## src/rtl/crack_dispatch.sv

```systemverilog
`default_nettype none
// ============================================================================
// Module   : crack_dispatch
// Brief    : Splits a key range into CHUNK-sized sub-ranges over N_CH workers
//            and reports the first key any worker finds.
// Revision : 1.0 - initial release
// ============================================================================
module crack_dispatch #(
  parameter int KEY_W = 24,
  parameter int N_CH  = 4,
  parameter int CHUNK = 256
) (
  input  logic                  clk,
  input  logic                  rst_n,
  input  logic                  en,
  output logic                  rdy,
  input  logic [KEY_W-1:0]      low_key,
  input  logic [KEY_W-1:0]      high_key,
  output logic [KEY_W-1:0]      key,
  output logic                  key_valid,
  output logic [N_CH-1:0]       ch_en,
  output logic [N_CH-1:0]       ch_stop,
  output logic [N_CH*KEY_W-1:0] ch_low,
  output logic [N_CH*KEY_W-1:0] ch_high,
  input  logic [N_CH-1:0]       ch_rdy,
  input  logic [N_CH-1:0]       ch_key_valid,
  input  logic [N_CH*KEY_W-1:0] ch_key
);

  localparam int              c_idx_w    = (N_CH > 1) ? $clog2(N_CH) : 1;
  localparam logic [KEY_W:0]  c_chunk_m1 = (KEY_W+1)'(CHUNK - 1);
  localparam logic [1:0]      c_guard    = 2'd3;

  typedef enum logic [1:0] {
    IDLE     = 2'd0,
    DISPATCH = 2'd1,
    DRAIN    = 2'd2,
    DONE     = 2'd3
  } state_t;

  state_t                  r_state, w_state_nxt;
  logic [KEY_W-1:0]        r_low, r_high, r_next, r_key;
  logic                    r_key_valid;
  logic [N_CH-1:0]         r_busy, r_ch_en, r_ch_stop;
  logic [N_CH-1:0][1:0]    r_guard;
  logic [N_CH*KEY_W-1:0]   r_ch_low, r_ch_high;

  logic [N_CH-1:0]         w_done, w_hit, w_idle;
  logic                    w_hit_any, w_free_any;
  logic [c_idx_w-1:0]      w_hit_idx, w_free_idx;
  logic [KEY_W:0]          w_sum;
  logic [KEY_W-1:0]        w_end, w_hit_key;
  logic                    w_accept, w_issue, w_take_hit;

  // A freshly enabled worker may still show ch_rdy=1; r_guard masks that window.
  always_comb begin
    w_done = '0;
    w_hit  = '0;
    w_idle = '0;
    for (int i = 0; i < N_CH; i++) begin
      w_done[i] = r_busy[i] && (r_guard[i] == 2'd0) && ch_rdy[i];
      w_hit[i]  = w_done[i] && ch_key_valid[i];
      w_idle[i] = !r_busy[i] && ch_rdy[i];
    end
  end

  always_comb begin
    w_hit_any  = 1'b0;
    w_hit_idx  = '0;
    w_free_any = 1'b0;
    w_free_idx = '0;
    for (int i = N_CH - 1; i >= 0; i--) begin
      if (w_hit[i]) begin
        w_hit_any = 1'b1;
        w_hit_idx = c_idx_w'(i);
      end
      if (w_idle[i]) begin
        w_free_any = 1'b1;
        w_free_idx = c_idx_w'(i);
      end
    end
  end

  // Extra carry bit keeps next+CHUNK-1 from wrapping at the top of key space.
  assign w_sum     = {1'b0, r_next} + c_chunk_m1;
  assign w_end     = (w_sum > {1'b0, r_high}) ? r_high : w_sum[KEY_W-1:0];
  assign w_hit_key = ch_key[w_hit_idx*KEY_W +: KEY_W];

  always_ff @(posedge clk or negedge rst_n) begin
    if (!rst_n) r_state <= IDLE;
    else        r_state <= w_state_nxt;
  end

  always_comb begin
    w_state_nxt = r_state;
    w_accept    = 1'b0;
    w_issue     = 1'b0;
    w_take_hit  = 1'b0;
    case (r_state)
      IDLE: begin
        if (en) begin
          w_accept    = 1'b1;
          w_state_nxt = DISPATCH;
        end
      end
      DISPATCH: begin
        if (r_low > r_high) begin
          w_state_nxt = DONE;
        end else if (w_hit_any) begin
          w_take_hit  = 1'b1;
          w_state_nxt = DRAIN;
        end else if (w_free_any) begin
          w_issue = 1'b1;
          if (w_end == r_high) w_state_nxt = DRAIN;
        end
      end
      DRAIN: begin
        if (w_hit_any && !r_key_valid) w_take_hit = 1'b1;
        if ((r_busy & ~w_done) == '0) w_state_nxt = DONE;
      end
      default: w_state_nxt = IDLE;
    endcase
  end

  always_ff @(posedge clk or negedge rst_n) begin
    if (!rst_n) begin
      r_low       <= '0;
      r_high      <= '0;
      r_next      <= '0;
      r_key       <= '0;
      r_key_valid <= 1'b0;
      r_busy      <= '0;
      r_guard     <= '0;
      r_ch_en     <= '0;
      r_ch_stop   <= '0;
      r_ch_low    <= '0;
      r_ch_high   <= '0;
    end else begin
      r_ch_en   <= '0;
      r_ch_stop <= '0;
      r_busy    <= r_busy & ~w_done;
      for (int i = 0; i < N_CH; i++) begin
        if (r_guard[i] != 2'd0) r_guard[i] <= r_guard[i] - 2'd1;
      end
      if (w_accept) begin
        r_low       <= low_key;
        r_high      <= high_key;
        r_next      <= low_key;
        r_key_valid <= 1'b0;
      end
      if (w_issue) begin
        r_ch_en[w_free_idx]                  <= 1'b1;
        r_busy[w_free_idx]                   <= 1'b1;
        r_guard[w_free_idx]                  <= c_guard;
        r_ch_low[w_free_idx*KEY_W +: KEY_W]  <= r_next;
        r_ch_high[w_free_idx*KEY_W +: KEY_W] <= w_end;
        r_next                               <= w_end + 1'b1;
      end
      if (w_take_hit) begin
        r_key       <= w_hit_key;
        r_key_valid <= 1'b1;
        r_ch_stop   <= r_busy & ~w_done;
      end
    end
  end

  assign rdy       = (r_state == IDLE);
  assign key       = r_key;
  assign key_valid = r_key_valid;
  assign ch_en     = r_ch_en;
  assign ch_stop   = r_ch_stop;
  assign ch_low    = r_ch_low;
  assign ch_high   = r_ch_high;

endmodule
`default_nettype wire
```

## config.mk

```make
export PLATFORM = sky130hd
export DESIGN_NAME = crack_dispatch
export DESIGN_NICKNAME = d
export VERILOG_FILES = /design/src/rtl/crack_dispatch.sv
export SDC_FILE = /design/constraint.sdc
export NUM_CORES = 1
export LEC_CHECK = 0
export CAP_MARGIN = 15
export CORE_MARGIN = 2
export CORE_UTILIZATION = 30
export DETAILED_ROUTE_END_ITERATION = 6
export PLACE_DENSITY_LB_ADDON = 0.1
export SYNTH_ARGS = -nofsm -noshare
export SYNTH_HDL_FRONTEND = slang
export SYNTH_SLANG_ARGS = --single-unit
```

## constraint.sdc

```tcl
create_clock -name clk -period 6.65 [get_ports clk]
set_clock_uncertainty 0.2 [all_clocks]
set_input_delay 1.33 -clock clk [delete_from_list [all_inputs] [get_ports clk]]
set_output_delay 1.33 -clock clk [all_outputs]
set_load 0.1 [all_outputs]
```

# Word-level counts from Yosys, hierarchy flattened
# Cells that the tools add are included.
word_totals:
  regBits: 311
classes:
  magnitude_cmp: 4
  n_eq_ne: 7
  shift: 4
  reduce_logical: 36
  muxes: 52
  n_mul: 2
  add_sub_neg: 7
  bitwise_logic: 4
op_table:
  columns: ["op", "n"]
  rows:
  - ["bitwise mux 96 bit", 2]
  - ["variable part select 24 x 34 -> 96 bit", 2]
  - ["variable shift 24 x 34 -> 96 bit (first input constant)", 1]
  - ["variable part select 96 x 8 -> 24 bit", 1]
  - ["two-way mux 24 bit", 3]
  - ["two-way mux 2 bit", 19]
  - ["negator 7 -> 34 bit", 1]
  - ["adder 24 x 8 -> 25 bit (second input constant)", 1]
  - ["greater-than comparator 25 x 24 -> 1 bit", 1]
  - ["adder 24 x 1 -> 24 bit (second input constant)", 1]
  - ["equality test 24 bit", 1]
  - ["greater-than comparator 24 bit", 1]
  - ["two-way mux 1 bit", 20]
  - ["logical AND 1 bit", 18]
  - ["two-way mux 4 bit", 3]
  - ["nonzero test 2 bit", 6]
  - ["zero test 2 bit", 5]
  - ["multiplier 2 x 2 -> 4 bit (second input constant)", 2]
  - ["two-way mux 8 bit", 1]
  - ["!= test 4 bit (second input constant)", 2]
  - ["OR 8 bit", 1]
  - ["subtractor 2 x 1 -> 2 bit (second input constant)", 4]
  - ["one-hot mux 2 bit (3 select lines)", 1]
  - ["zero test 1 bit", 5]
  - ["other kinds (13)", 14]

# Logic depth before layout (Yosys ltp)
depth:
  word_depth: 12
  ltp_mapped: 24

# Least setup slack after synthesis
# Ideal clock, no wire load.
synth_timing:
  path_type: "reg-to-reg"
  startpoint: "reg r_next[0]"
  endpoint: "reg r_next[20]"
  path_slack_ps: 1700
  path_buffers: 5
  arrival_ps: 4672
  path_stages_with_launch: 23
  t_required_ps: 6372
  path_cell_list: "dfrtp_1 clkbuf_1 inv_1 ha_1 nor3b_1 buf_2 nand2_1 xor2_1 ha_1 a211oi_1 o211ai_1 o221ai_1 nand3_1 a21oi_1 buf_2 clkbuf_1 a21oi_1 inv_1 ha_1 clkbuf_1 o2111ai_1 xnor2_1 a21oi_1"
synth_via:
  elab_chain_cells: 5
synth_rtl:
  columns: ["element", "line_no", "source"]
  rows:
  - ["from (decl)", "42", "logic [KEY_W-1:0] r_low, r_high, r_next, r_key;"]
  - ["from (signal assigned)", "148", "r_next <= low_key;"]
  - ["from (signal assigned)", "157", "r_next <= w_end + 1'b1;"]
  - ["adder 24 x 8 -> 25 bit (*)", "85", "assign w_sum = {1'b0, r_next} + c_chunk_m1;"]
  - ["greater-than comparator 25 x 24 -> 1 bit", "86", "assign w_end = (w_sum > {1'b0, r_high}) ? r_high : w_sum[KEY_W-1:0];"]
  - ["two-way mux 24 bit (*)", "86", null]
  - ["adder 24 x 1 -> 24 bit (*)", "157", null]
  - ["two-way mux 24 bit (*)", "151", "if (w_issue) begin"]
# Mark *: on every way between the ends. The rest lies on a longest branch, timed or not.
# A chain may end at the register's enable or synchronous reset.

# Final worst setup path
# Same ends and word-level chain as after synthesis.

==> flow_summary.toml <==
[clocking]
clkTransAtPathRegs_ns = 0.06
worstSkewPairLatency_ns = 0.56
htreeDepth = 2
cts_buffer_depth = 3
hold_buffers = 0
cts_buffers = 38
clockRootBuffer = "clkbuf_16"
ctsResizeCount = 0
cts_tree = "built"
cts.sinks = 311
post-cts-setup-buffers = 0

[min_path]
hold_path.class = "flop to flop"
hold_end = "key[3]"
worstHoldPathCells = 2
min_from = "key[3]"

[logic_synthesis]
synthSimpleGateAreaFrac_pct = 18.8
syn_nets = 2187
ys_top_cells_by_area = "dfrtp_1 45%, nand2_1 10%, o21ai_0 4.9%"
synth_fa_ha_area_share_pct = 4.36
synth_top_area_share_pct = 45.2
synth_top_family_by_area = "compound AO/OA/AOI/OAI gates"
ys.warnings.count = 0
syn_avg_cell_area_um2 = 8.74
async_flop_share_pct = 100
yosysUniqueCellTypes = 65
synthTopCellsByCount = "473 x nand2_1, 311 x dfrtp_1, 167 x o21ai_0"
yosysTopAreaCell = "dfrtp_1"
synthMuxAreaShare_pct = 3.09
ys_ff_latch = 311
synth.most_common_cell = "nand2_1"
netlist_area_um2 = 17200
synth-xor-area-share_pct = 3.28
yosysSeqAreaShare_pct = 45.2
synth_compound_area_share_pct = 20.8
synth-edff-count = 0
synthFlopType = "dfrtp_1"
netlist_instances = 1972

[sta]
setup_violations = 0
tightest_slew_ns = 1.18
max_freq_ghz = 0.162
setup_ws_ns = 0.468
fin_crit_sh_pct = 93.0
slew_headroom_pct = 21.0
rsz0062_at_grt = "no"
maxSlewViolCount = 0
hold_violations = 0
period_minus_slack_ns = 6.18
setup-tns-final_ns = 0

[cells_and_area]
n_antenna_cell = 0
drive_gt1_share_pct = 7.55
fin_area_um2 = 23300
final_nets = 2533
syn_to_final_growth_pct = 35.0
instances_no_fill = 3101
nFillCells = 5714

[die]
num_rows = 87
dieArea_um2 = 59400
start_util_pct = 30.4
die_w_um = 244
ios = 381
die_h_um = 244
coreArea_um2 = 56600

[critical_path]
cp_max_fo = 21
startpoint = "r_next[0]"
reg2reg_slack_ns = 0.47
crit_path_frequent_cell = "buf_4"
cp-start-kind = "flop"
worst_ep_required_time_ns = 6.93
r2r-start = "r_next[0]"
slowest_stage = "dfrtp_1"
worst_path_largest_cell_delay_ns = 0.66
crit_type = "flop to flop"
arrival_ns = 6.46
end_kind = "flop"
crit_chain = "inv_1 > ha_1 > nor3b_1 > buf_4 > a211oi_2 > nand2_1 > xor2_1 > inv_1 > ha_1 > nand4_1 > nor3_1 > a221oi_1 > nand3_1 > a21oi_4 > buf_4 > buf_4 > mux2i_1 > o2111ai_1 > xnor2_1 > a21oi_1"
r2r_end = "r_next[20]"
rr_worst_depth = 20

[placement]
placed_area_um2 = 22100
post-place-ws_ns = 0.626
portBuffers = 380
place.gp.congestion = 0.947
placed_cells = 3034
place_hpwl_mm = 57.6

[power_and_ir_drop]
max-vdd-ir-drop_mv = 0.322
power.total_mw = 14.1
p_comb_share_pct = 63.9
power.density_nw_per_um2 = 608
pwr-share-seq_pct = 21.6
p_int_mw = 6.17
swShare_pct = 56.4
p_clk_share_pct = 14.4
p_leak_nw = 10.1
p_switching_mw = 7.97

[global_route]
antenna_found_initial = 0
grt_pass1_vias = 16300
grt_pass1_wl_mm = 112
grt_max_degree = 115
overflow = 0
grtUsageTotal_pct = 25.1

[flow_run]
maxCapViolCount = 0

[route]
route.detailed.drc = 0
vias = 16600
wire_per_inst_um = 24.5
postRouteAntennaNets = 0
drtPass1Iterations = 5
avgViaCountPerCell = 5.36
drtIter0Drc = 1393
drt-total-wl_mm = 76.0

[status]
status = "complete, no violations"
==> worst max-delay path, delay by kind of cell, from the launching register on <==
family,cells,cell delay (ns)
AO/OA/AOI/OAI,5,1.65
buffers and inverters,5,1.18
AND/OR/NAND/NOR,5,0.78
flip-flops,1,0.66
adder cells (fa/ha/maj),2,0.57
XOR/XNOR,2,0.52
multiplexers,1,0.51
==> worst max-delay path by stage <==
stage,end,slack (ns),cells past startpoint
after global placement,ch_high[13],0.65,10
after detailed placement,ch_high[72],0.63,19
final,r_next[20],0.47,20
after floorplan,r_next[20],1.70,22
after global routing,r_next[20],0.11,20
after CTS,ch_high[72],0.57,19
==> logic make-up after synthesis <==
group                    after synthesis
AO/OA/AOI/OAI                        557
XOR/XNOR                              59
adder cells (fa/ha/maj)               60
buffers and inverters                201
flip-flops                           311
multiplexers                          50
AND/OR/NAND/NOR                      734
==> cell type report <==
cell class,instances,area [µm²],area share [%]
Clock inverter,12,93.8,0.403
Tap cell,756,946,4.07
Clock buffer,55,1110,4.75
Timing Repair Buffer,456,4400,18.9
Sequential cell,311,7780,33.5
Inverter,51,191,0.823
Multi-Input combinational cell,1460,8740,37.6
==> power groups by stage <==
| stage | logic [mW] | clock network [mW] | registers [mW] |
|---|---|---|---|
| detailed placement | 8.94 | 0 | 3.07 |
| floorplan | 3.66 | 0 | 5.20 |
| global route | 9.53 | 2.17 | 3.11 |
| CTS | 8.98 | 2.09 | 3.04 |
| finish | 9.04 | 2.04 | 3.06 |
| global placement | 8.94 | 0 | 3.07 |
==> metal layers <==
layer,global-route usage [%],part of all wire (%)
met4,5.81,2.2
met5,0,0
met3,4.11,6.3
met2,39.9,46
met1,35.6,46
==> stage by stage <==
stage          hold slack [ns]  util [%]
2_1_floorplan            0.248         -
6_report                 0.272      41.1
5_1_grt                  0.303      41.1
3_3_place_gp             0.264      39.0
3_5_place_dp             0.266      39.0
4_1_cts                  0.280      41.1
==> registers in the layout, indices dropped and copies added, names as in the netlist <==
| signal | flops |
|---|---|
| r_low | 24 |
| ch_high | 96 |
| r_high | 24 |
| key_valid | 1 |
| r_state | 2 |
| r_guard | 8 |
| ch_low | 96 |
| r_busy | 4 |
| r_next | 24 |
| key | 24 |
| ch_en | 4 |
| ch_stop | 4 |
==> layout by cell type (no fill, tap or decap), drive strengths merged, types with 4 or more instances in the layout <==
cell,n
nand2,473
clkdlybuf4s50,379
dfrtp,311
o21ai,170
o31ai,98
a21oi,93
buf,77
ha,60
nor2,58
nand3,55
clkbuf,55
inv,51
a22oi,43
xnor2,39
a22o,34
a21o,31
nand4,29
and3,27
a211oi,26
mux2,26
mux2i,24
xor2,17
nor3,16
o22ai,14
nor2b,14
nor4,12
nand2b,11
o211ai,9
clkinv,9
nor3b,8
a31oi,7
or4,7
o21a,6
and2,6
nand3b,5
or3,5
and4,4
(Power assumes the default switching activity.)
